===== src/rtl/slot_allocator_pkg.sv =====
// Shared types for the slot allocator: default slot count and the slot index type.
package slot_allocator_pkg;

    localparam int NUM_SLOTS_DEFAULT = 8;

    typedef logic [$clog2(NUM_SLOTS_DEFAULT)-1:0] slot_idx_t;

endpackage


===== src/rtl/slot_allocator_free_slot_encoder.sv =====
// Combinational lowest-index-zero finder over the busy bitmap.
module free_slot_encoder
    import slot_allocator_pkg::*;
#(
    parameter int NUM_SLOTS      = NUM_SLOTS_DEFAULT,
    parameter int SLOT_IDX_WIDTH = $clog2(NUM_SLOTS)
) (
    input  logic [NUM_SLOTS-1:0]      bitmap,
    output logic [SLOT_IDX_WIDTH-1:0] idx,
    output logic                      found
);

    // Scan from the top down so the last hit written is the lowest free index.
    always_comb begin
        idx   = '0;
        found = 1'b0;
        for (int i = NUM_SLOTS - 1; i >= 0; i--) begin
            if (!bitmap[i]) begin
                idx   = SLOT_IDX_WIDTH'(i);
                found = 1'b1;
            end
        end
    end

endmodule


===== src/rtl/slot_allocator.sv =====
// Slot allocator: grants the lowest free slot one cycle after a request,
// tracks busy slots in a bitmap, and supports single-slot free and flush.
module slot_allocator
    import slot_allocator_pkg::*;
#(
    parameter int NUM_SLOTS      = NUM_SLOTS_DEFAULT,
    parameter int SLOT_IDX_WIDTH = $clog2(NUM_SLOTS)
) (
    input  logic                      clk,
    input  logic                      reset,
    input  logic                      alloc_req,
    output logic                      alloc_grant,
    output logic [SLOT_IDX_WIDTH-1:0] alloc_slot,
    output logic                      alloc_fail,
    input  logic                      free_en,
    input  logic [SLOT_IDX_WIDTH-1:0] free_slot,
    input  logic                      flush,
    output logic [SLOT_IDX_WIDTH:0]   busy_count,
    output logic                      full,
    output logic                      empty,
    output logic                      free_error
);

    localparam logic [NUM_SLOTS-1:0]    ONE_HOT0  = NUM_SLOTS'(1);
    localparam logic [SLOT_IDX_WIDTH:0] COUNT_MAX = (SLOT_IDX_WIDTH+1)'(NUM_SLOTS);

    logic [NUM_SLOTS-1:0]      busy_map;
    logic [SLOT_IDX_WIDTH-1:0] sel_idx;
    logic                      sel_found;
    logic                      grant_now;
    logic                      free_valid;
    logic                      free_bad;
    logic [NUM_SLOTS-1:0]      set_mask;
    logic [NUM_SLOTS-1:0]      clr_mask;

    free_slot_encoder #(
        .NUM_SLOTS      (NUM_SLOTS),
        .SLOT_IDX_WIDTH (SLOT_IDX_WIDTH)
    ) u_encoder (
        .bitmap (busy_map),
        .idx    (sel_idx),
        .found  (sel_found)
    );

    // Selection uses the pre-free bitmap, so a slot freed this cycle is never
    // granted in the same cycle; the set and clear masks are therefore disjoint.
    always_comb begin
        grant_now  = alloc_req && sel_found;
        free_valid = free_en && busy_map[free_slot];
        free_bad   = free_en && !busy_map[free_slot];
        set_mask   = grant_now  ? (ONE_HOT0 << sel_idx)   : '0;
        clr_mask   = free_valid ? (ONE_HOT0 << free_slot) : '0;
    end

    always_ff @(posedge clk or negedge reset) begin
        if (!reset) begin
            busy_map    <= '0;
            busy_count  <= '0;
            alloc_grant <= 1'b0;
            alloc_slot  <= '0;
            alloc_fail  <= 1'b0;
            free_error  <= 1'b0;
        end else if (flush) begin
            busy_map    <= '0;
            busy_count  <= '0;
            alloc_grant <= 1'b0;
            alloc_fail  <= 1'b0;
        end else begin
            busy_map    <= (busy_map | set_mask) & ~clr_mask;
            busy_count  <= busy_count + (SLOT_IDX_WIDTH+1)'(grant_now)
                                      - (SLOT_IDX_WIDTH+1)'(free_valid);
            alloc_grant <= grant_now;
            alloc_fail  <= alloc_req && !sel_found;
            if (grant_now)
                alloc_slot <= sel_idx;
            if (free_bad)
                free_error <= 1'b1;
        end
    end

    assign full  = (busy_count == COUNT_MAX);
    assign empty = (busy_count == '0);

endmodule


===== config.mk =====
export PLATFORM = sky130hd
export DESIGN_NAME = slot_allocator
export DESIGN_NICKNAME = d
export VERILOG_FILES = /design/src/rtl/slot_allocator_pkg.sv /design/src/rtl/slot_allocator_free_slot_encoder.sv /design/src/rtl/slot_allocator.sv
export SDC_FILE = /design/constraint.sdc
export NUM_CORES = 1
export LEC_CHECK = 0
export CAP_MARGIN = 20
export CORE_MARGIN = 2
export CORE_UTILIZATION = 25
export CTS_BUF_LIST = sky130_fd_sc_hd__clkbuf_16
export CTS_CLUSTER_SIZE = 25
export DETAILED_ROUTE_END_ITERATION = 7
export PLACE_DENSITY = 0.46
export RECOVER_POWER = 25
export SLEW_MARGIN = 20
export SYNTH_ARGS = -nofsm -noshare
export SYNTH_HDL_FRONTEND = slang
export SYNTH_SLANG_ARGS = --single-unit

===== constraint.sdc =====
create_clock -name clk -period 2.6 [get_ports clk]
set_input_delay 0.52 -clock clk [delete_from_list [all_inputs] [get_ports clk]]
set_output_delay 0.52 -clock clk [all_outputs]
set_load 0.01 [all_outputs]

==> results.md <==
Logic synthesis:
- The synthesized instance count is 98.
- The synthesized netlist devotes 1.693% of its cell area to XOR and XNOR gates.
- The number of different library cells in the post-synthesis netlist is 36.
- Multiplexer cells account for 7.134% of the synthesized area.
- The Yosys step of the flow raised 0 warnings.
- After synthesis the cells add up to 1035 µm².
- By area the synthesized netlist is led by dfrtp_1, ha_1, nor2b_1.
- Yosys mapped a number of flops with a built-in enable equal to 0.
- The register area share after synthesis is 43.53%.
- The top cell type by area accounts for 43.53% of the synthesized area.
- Summing the areas of all compound-gate instances in the mapped netlist gives 15.84% of the synthesized area.
- Summing the areas of all fa, ha and maj instances in the mapped netlist gives 9.190% of the synthesized area.
- The cell type with the highest aggregate area in the netlist is dfrtp_1.
- After Yosys synthesis, and, or, nand and nor cells account for 16.69% of the synthesized area.
- For this run, asynchronously set or reset flops after synthesis account for 100.0%.
- The mean instance size in the synthesized netlist is 10.56 µm².
- The top flip-flop cell by instance count after synthesis is dfrtp_1.
- Synthesis inferred 18 register bits.
- The dominant combinational cell family by area after synthesis is simple AND/OR/NAND/NOR gates.
- Synthesis produced a netlist with a net count of 113.

CTS:
- The longest clock path from root to sink contains 2 buffers.
- The clock latency of the later-clocked register in the worst-skew pair is 0.25 ns.
- The CTS buffer count is 3.
- After clock tree synthesis, the clock-pin slew on the worst setup and hold paths is 0.05 ns.
- The root buffer cell chosen for the clock tree is clkbuf_16.
- Buffers inserted to repair hold after CTS numbered 0.
- The clock tree from TritonCTS is built.
- The number of sinks on the clock net is 18.
- The maximum level of the CTS H-tree is 1.

Floorplan:
- The floorplan step set the die height to 68.34 µm.
- The starting utilization of the core area is 25.87%.
- The floorplan has 23 rows.
- The die width is 68.34 µm.
- The region available for standard cell placement spans 4000 µm².
- The floorplan step defined a die boundary enclosing 4670 µm².
- The count of boundary I/O pins is 20.

Power and ir drop:
- The worst IR drop on VDD is 0.2075 mV.
- Power spread over the standard cell area amounts to 581.7 nW/µm².
- The analysis attributes to net switching a power of 0.2140 mW.
- The net switching share of the total power is 25.35%.
- The sequential group share of total power is 37.4%.
- The clock network burns 36.6% of the power.
- The leakage power total is 0.6117 nW.
- The portion of total power attributed to combinational logic is 26.0%.
- The internal portion of total power is 0.6302 mW.

Global routing:
- The number of antenna violations at the first check in global routing came to 0.
- Global routing consumed, over all layers together, 12.36% of the routing resources.
- The remaining global-route overflow is 0.
- The number of global-route vias before repair is 896.
- The wire length of the first global-routing pass is 4160 µm.
- Entering global routing, the biggest net connects 19 pins.

STA:
- The top achievable clock speed is 411.5 MHz.
- The final clock period utilization by the worst path is 93.48%.
- The tightest slew margin relative to the limit is 32.31%.
- The total count of max-transition violations in the final report is 0.
- Setup repair after global routing left no endpoint under its margin.
- Hold is met by 0.4737 ns.
- The shortest period the worst path allows is 2.430 ns.
- The slew at the pin closest to its max-slew limit is 1.015 ns.
- Setup violations remaining at the end of the flow were counted as 0.
- The final hold violation count came to 0.
- The worst clock skew on the final layout is 0.001413 ns.

Detailed routing:
- The final route contains 884 vias.
- After detailed routing, the average wire length per cell comes to 13.41 µm.
- The pre-antenna-repair detailed-routing pass consisted of 4 iterations.
- For this block, wires on met1 add up to 1143 µm.
- The residual antenna-violating net count after detailed routing is 0.
- After the first detailed-routing iteration, the DRC count stood at 23.
- The top metal layer carrying routed signals is met4.
- For this block, the routed nets add up to 2468 µm of wire.
- The DRC violation count after routing is 0.
- Wire segments on met2 add up to 1179 µm in the final route.
- The via density per instance is 4.804.
- After detailed routing, the met3 layer carries 116 µm of wire.

Placed design:
- The congestion estimate from routability-driven global placement came to 0.7883.
- The number of input and output port buffers inserted is 19.
- Once detailed placement completed, the half-perimeter wirelength came to 1854 µm.

Finish:
- At the end of the flow the core is filled with cells to 36.28%.
- The area added between synthesis and finish is 40.27%.
- The count of inserted antenna diode cells is 0.
- The final layout contains 150 nets.
- Counting the fill cells in the layout gives 400.
- The share of post-route cells with drive strength above 1 is 20.90%.

Worst setup path:
- The startpoint type of the worst setup path is a flop.
- The worst register-to-register path begins at busy_map[6]$_DFF_PN0_.
- The highest fanout seen on the critical path is 6.
- The worst setup path is captured at a flop.
- The critical path endpoint is busy_count[1]$_DFF_PN0_.
- The length in cells of the worst reg-to-reg path is 8.
- The start point of the critical path is busy_map[6]$_DFF_PN0_.
- The slack of the worst reg-to-reg path is 0.17 ns.
- STA puts the critical path data arrival time at 2.61 ns.
- The type of the setup path with the least slack is reg -> reg.
- The reg-to-reg critical path endpoint is busy_count[1]$_DFF_PN0_.
- Data on the critical path is required at its endpoint by 2.78 ns.

Worst hold path:
- Along the worst hold path, the cell count comes to 1.
- In this run the worst hold path is classified as reg -> reg.

Run status:
- The flow ran to the end, and the final reports show no timing, DRC or antenna violations.

Run:
- Across the run, the number of max-cap violations was 0.
[power groups by stage]
stage / logic (mW) / registers [mW] / clock network, mW
global route: 0.245 / 0.318 / 0.342
finish: 0.219 / 0.316 / 0.309
CTS: 0.222 / 0.316 / 0.321
global placement: 0.218 / 0.321 / 0
floorplan: 0.103 / 0.330 / 0
detailed placement: 0.220 / 0.321 / 0
[placed cells by master, fill, tap and decap left out, types with 3 or more instances in the layout]
cell and n:
inv_1 8, a311oi_1 4, buf_4 16, nor2b_1 7, o21ai_0 3, nor3b_1 4
nor2_1 5, clkdlybuf4s50_1 16, nand2_1 6, dfrtp_1 18, clkbuf_16 3, a21oi_1 7
ha_1 6
[synthesized netlist by cell type (2+ instances only)]
cell type,instances
a21oi_1,7
a311oi_1,4
buf_6,2
dfrtp_1,18
ha_1,6
inv_1,8
nand2_1,6
nand4_1,2
nor2_1,5
nor2b_1,7
nor3_1,2
nor3b_1,4
o21ai_0,3
xnor2_1,2
[sequential cells by signal, summed over array words and instances (netlist names)]
| register | cells |
|---|---|
| alloc_fail | 1 |
| alloc_grant | 1 |
| alloc_slot | 3 |
| busy_count | 4 |
| busy_map | 8 |
| free_error | 1 |
[repair_timing]
| item | 4_1_cts | 5_1_grt |
|---|---|---|
| pin swaps | 1 | 0 |
| setup endpoints to repair | 3 | 3 |
| gates resized for setup | 4 | 5 |
| buffers inserted | 1 | 1 |
[through the flow]
step	TNS, ns	setup slack, ns	instances	instance area, µm²	total power, mW
6_report	0	0.1696	184	1451	0.8442
5_1_grt	0	0.05813	184	1451	0.9057
4_1_cts	0	0.06688	183	1451	0.8602
3_5_place_dp	-1.353	-0.4515	178	1369	0.5414
3_3_place_gp	-1.259	-0.4154	178	1369	0.5390
2_1_floorplan	0	0.1059	98	1035	0.4334
[area by class of cell]
cell class              count  area, µm²  share of cell area (%)
clock buffers               3      75.07                   5.172
clock inverters             1      3.754                  0.2586
inverters                   8      30.03                   2.069
multi-input cells          68      525.5                   36.21
flip-flops and latches     18      450.4                   31.03
well taps                  50      62.56                   4.310
repair buffers             36      304.0                   20.95
[kinds of logic after synthesis]
| logic type | Yosys count |
|---|---|
| AO/OA/AOI/OAI | 24 |
| flip-flops | 18 |
| XOR/XNOR | 2 |
| multiplexers | 4 |
| adder cells (fa/ha/maj) | 7 |
| AND/OR/NAND/NOR | 31 |
| buffers and inverters | 12 |
[worst min-delay path by stage]
stage	startpoint	end	slack (ns)
floorplan	reset	alloc_fail$_DFF_PN0_	0.22
global placement	free_error$_DFFE_PN0P_	free_error$_DFFE_PN0P_	0.46
detailed placement	free_error$_DFFE_PN0P_	free_error$_DFFE_PN0P_	0.46
CTS	free_error$_DFFE_PN0P_	free_error$_DFFE_PN0P_	0.48
global route	free_error$_DFFE_PN0P_	free_error$_DFFE_PN0P_	0.49
finish	free_error$_DFFE_PN0P_	free_error$_DFFE_PN0P_	0.47
[layer usage]
| layer | global-route usage (%) | vias up |
|---|---|---|
| met1 | 15.86 | 414 |
| met4 | 5.000 | 0 |
| met2 | 19.42 | 37 |
| met3 | 3.618 | 4 |
| li1 | - | 429 |
| met5 | 0 | - |
[worst max-delay path, stage by stage, from the launching register on]
cell and delay (ns):
dfrtp_1 0.43, mux4_2 0.48, mux2i_2 0.19, nor2b_1 0.09
ha_1 0.28, inv_1 0.04, ha_1 0.20, fa_2 0.52
nor2b_1 0.13
Power figures use the tool's default switching activity.
